==> config.mk <==
export PLATFORM = sky130hd
export DESIGN_NAME = pc_gen_flat
export DESIGN_NICKNAME = d
export VERILOG_FILES = /design/src/rtl/pc_gen_if.sv /design/src/rtl/pc_gen.sv /design/src/flat_wrapper.sv
export SDC_FILE = /design/constraint.sdc
export NUM_CORES = 1
export LEC_CHECK = 0
export ABC_AREA = 0
export CAP_MARGIN = 20
export CORE_UTILIZATION = 48
export DETAILED_ROUTE_END_ITERATION = 10
export PLACE_DENSITY_LB_ADDON = 0.3
export SYNTH_ARGS = -nofsm -noshare
export SYNTH_HDL_FRONTEND = slang
export SYNTH_SLANG_ARGS = --single-unit
==> constraint.sdc <==
create_clock -name clk -period 4.4 [get_ports clk]
set_input_delay 1.1 -clock clk [delete_from_list [all_inputs] [get_ports clk]]
set_output_delay 1.1 -clock clk [all_outputs]
set_load 0.005 [all_outputs]
==> src/rtl/pc_gen_if.sv <==
// pc_gen_if -- redirect/control bundle between the pipeline front end and pc_gen.
//   master : pipeline control side; drives stall and the redirect requests
//            (branch, jump/call, ret, trap) and observes PC and RAS status.
//   slave  : pc_gen; consumes the requests, drives pc_out, pc_plus4,
//            misaligned, ras_underflow, ras_empty and ras_full.
interface pc_gen_if #(
  parameter int XLEN = 32
);
  logic            stall;
  logic            branch_taken;
  logic [XLEN-1:0] branch_target;
  logic            jump;
  logic [XLEN-1:0] jump_target;
  logic            call;
  logic            ret;
  logic            trap;
  logic [XLEN-1:0] pc_out;
  logic [XLEN-1:0] pc_plus4;
  logic            misaligned;
  logic            ras_underflow;
  logic            ras_empty;
  logic            ras_full;

  modport master (
    output stall, branch_taken, branch_target, jump, jump_target, call, ret, trap,
    input  pc_out, pc_plus4, misaligned, ras_underflow, ras_empty, ras_full
  );

  modport slave (
    input  stall, branch_taken, branch_target, jump, jump_target, call, ret, trap,
    output pc_out, pc_plus4, misaligned, ras_underflow, ras_empty, ras_full
  );
endinterface

==> src/rtl/pc_gen.sv <==
// pc_gen -- program counter generator with a circular return-address stack.
//   clk   : rising-edge clock
//   reset : asynchronous active-high reset (PC to RESET_VECTOR, RAS emptied)
//   bus   : pc_gen_if.slave -- redirect requests in; pc_out, pc_plus4,
//           misaligned / ras_underflow pulses and RAS occupancy flags out.
// Next-PC priority: trap, ret, jump, branch, sequential. A misaligned
// ret/jump/branch target diverts to TRAP_VECTOR without touching the RAS.
module pc_gen #(
  parameter int unsigned     XLEN         = 32,
  parameter logic [XLEN-1:0] RESET_VECTOR = '0,
  parameter logic [XLEN-1:0] TRAP_VECTOR  = XLEN'(32'h0000_0100),
  parameter int unsigned     RAS_DEPTH    = 4
) (
  input  logic     clk,
  input  logic     reset,
  pc_gen_if.slave  bus
);

  localparam int unsigned PTR_W = (RAS_DEPTH > 1) ? $clog2(RAS_DEPTH) : 1;
  localparam int unsigned CNT_W = $clog2(RAS_DEPTH + 1);

  logic [XLEN-1:0]  pc_q, pc_d, pc_inc;
  logic [XLEN-1:0]  ras_mem [RAS_DEPTH];
  logic [XLEN-1:0]  ras_top;
  logic [PTR_W-1:0] top_q, top_inc, top_dec;
  logic [CNT_W-1:0] cnt_q;
  logic             mis_q, mis_d, unf_q, unf_d;
  logic             push, pop, replace;
  logic             empty, full, do_call;

  assign pc_inc  = pc_q + XLEN'(4);
  assign top_inc = top_q + PTR_W'(1);
  assign top_dec = top_q - PTR_W'(1);
  assign ras_top = ras_mem[top_q];
  assign empty   = (cnt_q == '0);
  assign full    = (cnt_q == CNT_W'(RAS_DEPTH));
  assign do_call = bus.call & bus.jump;

  always_comb begin
    pc_d    = pc_q;
    mis_d   = 1'b0;
    unf_d   = 1'b0;
    push    = 1'b0;
    pop     = 1'b0;
    replace = 1'b0;
    if (bus.trap) begin
      pc_d = TRAP_VECTOR;
    end else if (!bus.stall) begin
      if (bus.ret) begin
        if (empty) begin
          pc_d  = pc_inc;
          unf_d = 1'b1;
          push  = do_call;
        end else if (ras_top[1:0] != 2'b00) begin
          pc_d  = TRAP_VECTOR;
          mis_d = 1'b1;
        end else begin
          pc_d = ras_top;
          // call+ret: the pop and push cancel, so overwrite the top in place
          if (do_call) replace = 1'b1;
          else         pop     = 1'b1;
        end
      end else if (bus.jump) begin
        if (bus.jump_target[1:0] != 2'b00) begin
          pc_d  = TRAP_VECTOR;
          mis_d = 1'b1;
        end else begin
          pc_d = bus.jump_target;
          push = bus.call;
        end
      end else if (bus.branch_taken) begin
        if (bus.branch_target[1:0] != 2'b00) begin
          pc_d  = TRAP_VECTOR;
          mis_d = 1'b1;
        end else begin
          pc_d = bus.branch_target;
        end
      end else begin
        pc_d = pc_inc;
      end
    end
  end

  // Pushing while full advances the pointer onto the oldest slot, which is
  // then overwritten; the count saturates at RAS_DEPTH.
  always_ff @(posedge clk or posedge reset) begin
    if (reset) begin
      pc_q  <= RESET_VECTOR;
      top_q <= '0;
      cnt_q <= '0;
      mis_q <= 1'b0;
      unf_q <= 1'b0;
    end else begin
      pc_q  <= pc_d;
      mis_q <= mis_d;
      unf_q <= unf_d;
      if (push) begin
        top_q <= top_inc;
        if (!full) cnt_q <= cnt_q + CNT_W'(1);
      end else if (pop) begin
        top_q <= top_dec;
        cnt_q <= cnt_q - CNT_W'(1);
      end
    end
  end

  always_ff @(posedge clk) begin
    if (push)         ras_mem[top_inc] <= pc_inc;
    else if (replace) ras_mem[top_q]   <= pc_inc;
  end

  assign bus.pc_out        = pc_q;
  assign bus.pc_plus4      = pc_inc;
  assign bus.misaligned    = mis_q;
  assign bus.ras_underflow = unf_q;
  assign bus.ras_empty     = empty;
  assign bus.ras_full      = full;

endmodule

==> src/flat_wrapper.sv <==
// flat-port wrapper written by rule: the top's interface ports become plain ports
module pc_gen_flat 
#(
  parameter int unsigned     XLEN         = 32,
  parameter logic [XLEN-1:0] RESET_VECTOR = '0,
  parameter logic [XLEN-1:0] TRAP_VECTOR  = XLEN'(32'h0000_0100),
  parameter int unsigned     RAS_DEPTH    = 4
)
  (clk, reset, bus_stall, bus_branch_taken, bus_branch_target, bus_jump, bus_jump_target, bus_call, bus_ret, bus_trap, bus_pc_out, bus_pc_plus4, bus_misaligned, bus_ras_underflow, bus_ras_empty, bus_ras_full);
  pc_gen_if #(.XLEN(XLEN)) bus_i ();
  input  logic clk;
  input  logic reset;
  input wire logic [$bits(bus_i.stall)-1:0] bus_stall;
  input wire logic [$bits(bus_i.branch_taken)-1:0] bus_branch_taken;
  input wire logic [$bits(bus_i.branch_target)-1:0] bus_branch_target;
  input wire logic [$bits(bus_i.jump)-1:0] bus_jump;
  input wire logic [$bits(bus_i.jump_target)-1:0] bus_jump_target;
  input wire logic [$bits(bus_i.call)-1:0] bus_call;
  input wire logic [$bits(bus_i.ret)-1:0] bus_ret;
  input wire logic [$bits(bus_i.trap)-1:0] bus_trap;
  output wire logic [$bits(bus_i.pc_out)-1:0] bus_pc_out;
  output wire logic [$bits(bus_i.pc_plus4)-1:0] bus_pc_plus4;
  output wire logic [$bits(bus_i.misaligned)-1:0] bus_misaligned;
  output wire logic [$bits(bus_i.ras_underflow)-1:0] bus_ras_underflow;
  output wire logic [$bits(bus_i.ras_empty)-1:0] bus_ras_empty;
  output wire logic [$bits(bus_i.ras_full)-1:0] bus_ras_full;
  assign bus_i.stall = bus_stall;
  assign bus_i.branch_taken = bus_branch_taken;
  assign bus_i.branch_target = bus_branch_target;
  assign bus_i.jump = bus_jump;
  assign bus_i.jump_target = bus_jump_target;
  assign bus_i.call = bus_call;
  assign bus_i.ret = bus_ret;
  assign bus_i.trap = bus_trap;
  assign bus_pc_out = bus_i.pc_out;
  assign bus_pc_plus4 = bus_i.pc_plus4;
  assign bus_misaligned = bus_i.misaligned;
  assign bus_ras_underflow = bus_i.ras_underflow;
  assign bus_ras_empty = bus_i.ras_empty;
  assign bus_ras_full = bus_i.ras_full;
  pc_gen #(.XLEN(XLEN), .RESET_VECTOR(RESET_VECTOR), .TRAP_VECTOR(TRAP_VECTOR), .RAS_DEPTH(RAS_DEPTH)) u_core (.clk(clk), .reset(reset), .bus(bus_i));
endmodule
==> flow_metrics.tcl <==
set metrics [dict create \
    outcome "finished, final reports clean" \
    wl_mm 24.60 \
    p_sw_mw 1.446 \
    path_delay_family "simple AND/OR/NAND/NOR gates" \
    numPortBuffers 139 \
    min_path_type "flip-flop to flip-flop" \
    cts.clk_slew.worst_paths_ns 0.06 \
    layout_common_cells "clkdlybuf4s50_1 (139), edfxtp_1 (128), nand2_1 (52), nor2_1 (48), a21oi_1 (44)" \
    required_ns 3.30 \
    crit_fanout 7 \
    fillCellCount 1246 \
    fmax_ghz 0.2360 \
    cp_cell_sequence "ha_1, nand3_1, nor3_4, and3_1, xor2_1, clkdlybuf4s50_1" \
    p_int_mw 3.391 \
    place_congestion 0.9644 \
    hold_buffers 0 \
    synth-seq-cells 167 \
    max-slew-margin-rel_pct 45.77 \
    hold_viol_final 0 \
    vdd_ir_drop_max_mv 0.2696 \
    finalCriticalPeriod_ns 4.238 \
    netlist.area_leader.share_pct 46.35 \
    antenna_found_initial 0 \
    synth_nets 721 \
    p_leak_nw 3.741 \
    switching_share_pct 29.90 \
    synth_edf_count 128 \
    post-route-period-util_pct 96.31 \
    ff_latch_area_sq_um 4821 \
    io_pins 140 \
    start_util_pct 49.66 \
    track_usage_pct 28.72 \
    post-cts-setup-buffers 0 \
    path_class "flip-flop to primary output" \
    cap_violations 0 \
    max_stage_delay_ns 0.60 \
    cp-start-kind "flip-flop" \
    htreeDepth 4 \
    multi_input_area_sq_um 3173 \
    first_pass_iters 7 \
    synth_warnings 0 \
    area_delta_synth_final_pct 27.28 \
    nNetsFinal 856 \
    vias_per_cell 6.311 \
    ctsResizeCount 0 \
    clock_latency_ns 0.44 \
    synthCells 647 \
    cts-root-buf "clkbuf_16" \
    cp_slowest_cell "clkdlybuf4s50_1" \
    cts.path.max_buffers 2 \
    synth_cell_types 72 \
    slew_viol_final 0 \
    drt_iter0_drc 780 \
    rows 47 \
    vias 6406 \
    ys_seq_area_share_pct 58.12 \
    pwr-share-seq_pct 39.8 \
    grt_pass1_wl_mm 37.48 \
    routedWlPerCell_um 24.24 \
    die_area_sq_um 17810 \
    power_density_nw_per_um2 458.3 \
    crit_path_end_kind "primary output" \
    final_common_cell "clkdlybuf4s50_1" \
    synthArstFlopShare_pct 23.35 \
    die_h_um 133.4 \
    grt_max_degree 40 \
    critPathArrivalTime_ns 3.14 \
    setup_viol 0 \
    core_region_area_sq_um 16700 \
    drc 0 \
    finalPower_mw 4.837 \
    synth_top_cell_by_area "edfxtp_1" \
    fin_tns_setup_ns 0 \
    worstMarginPinSlew_ns 0.8104 \
    die_w_um 133.4 \
    postRouteAntennaNets 0 \
    dp_hpwl_mm 16.27 \
    grt_remaining_overflow 0 \
    grt_pass1_vias 6474 \
    cp_num_buf_inv 1 \
    finClkSkew_ns 0.009232 \
    synth_area_leaders "edfxtp_1 (46%), dfrtp_1 (12%), mux4_2 (8.1%)" \
    rsz0062_at_grt "false" \
    final_layout_size_suffix_gt1_share_pct 14.59 \
    p_comb_share_pct 29.1 \
    num_antenna_cells 0 \
    synth_area_sq_um 8293 \
    cts_tree "yes" \
    synth_ff_type "edfxtp_1" \
    numCtsBuffers 17 \
    avgSynthCellArea_sq_um 12.82 \
    cts_num_sinks 167 \
    p_clk_share_pct 31.2 \
]
cell usage after synthesis (all sizes together) (4+ instances only):
library cell,instances
edfxtp,128
nand2,52
nor2,49
a21oi,44
dfrtp,39
o21ai,32
mux4,31
clkbuf,29
buf,21
xnor2,21
nand3,16
a22oi,14
nand4,14
inv,12
nor3,12
xor2,11
and3,10
a221oi,9
a222oi,8
and2,6
mux2i,6
nor4,6
a221o,5
and4,5
o22ai,5
a21o,4
a31oi,4
mux2,4
nand2b,4
or2,4
or3,4
kinds of logic after synthesis:
| kind of cell | Yosys count | share of synthesized area, % |
|---|---|---|
| fa+ha+maj | 2 | 0.3923 |
| xor+xnor | 32 | 3.380 |
| flops | 167 | 58.12 |
| compound gates | 151 | 12.49 |
| simple gates | 192 | 11.78 |
| buf+inv | 62 | 4.104 |
| mux | 41 | 9.732 |
per-stage QoR:
| step | setup slack, ns | cells | utilization, % | area, sq um | hold slack, ns |
|---|---|---|---|---|---|
| after floorplan | 0.2627 | 647 | - | 8293 | 0.4502 |
| after CTS | 0.07677 | 1015 | 63.08 | 10540 | 0.4855 |
| after global routing | 0.08308 | 1015 | 63.20 | 10560 | 0.4952 |
| final | 0.1625 | 1015 | 63.20 | 10560 | 0.4865 |
| after global placement | 0.5666 | 983 | 59.48 | 9933 | 0.4658 |
| after detailed placement | 0.5328 | 983 | 59.48 | 9933 | 0.4778 |
sequential cells by signal, indices dropped and copies added (netlist names):
signal,cells
u_core.top_q,2
u_core.ras_mem,128
u_core.bus.pc_out,32
u_core.bus.misaligned,1
u_core.bus.ras_underflow,1
u_core.cnt_q,3
power by group through the flow:
stage	Combinational, mW	Clock [mW]	Sequential [mW]
after floorplan	0.925	0	1.92
after global placement	1.36	0	1.95
after detailed placement	1.39	0	1.95
after CTS	1.40	1.52	1.92
after global routing	1.51	1.59	1.93
final	1.41	1.51	1.92
final cells by class:
| cell class | instances | share of cell area, % |
|---|---|---|
| Multi-Input combinational cell | 418 | 30.06 |
| Timing Repair Buffer | 166 | 15.46 |
| Clock buffer | 21 | 4.552 |
| Clock inverter | 11 | 1.150 |
| Tap cell | 220 | 2.608 |
| Sequential cell | 167 | 45.67 |
| Inverter | 12 | 0.4979 |
final timing paths:
path                                      start              endpoint  slack, ns  depth (start not counted)
hold / removal                  u_core.cnt_q[2]       u_core.cnt_q[2]       0.49                          1
setup reg to reg                u_core.cnt_q[0]  u_core.ras_mem[3][6]       1.23                          8
min in group asynchronous                 reset  u_core.bus.pc_out[4]       1.12                          3
hold reg to reg                 u_core.cnt_q[2]       u_core.cnt_q[2]       0.49                          1
setup / recovery           u_core.bus.pc_out[3]      bus_pc_plus4[18]       0.16                          6
max in group asynchronous                 reset       u_core.top_q[0]       2.85                          3
routing by layer:
layer | vias up | part of all wire [%] | global-route usage [%]
met5 | - | 0 | 0
met4 | 0 | 3.2 | 12.88
met1 | 3131 | 39 | 38.16
met3 | 64 | 10 | 6.469
met2 | 429 | 47 | 45.34
li1 | 2782 | - | -
Note: power is estimated with default switching activity, not from simulation.
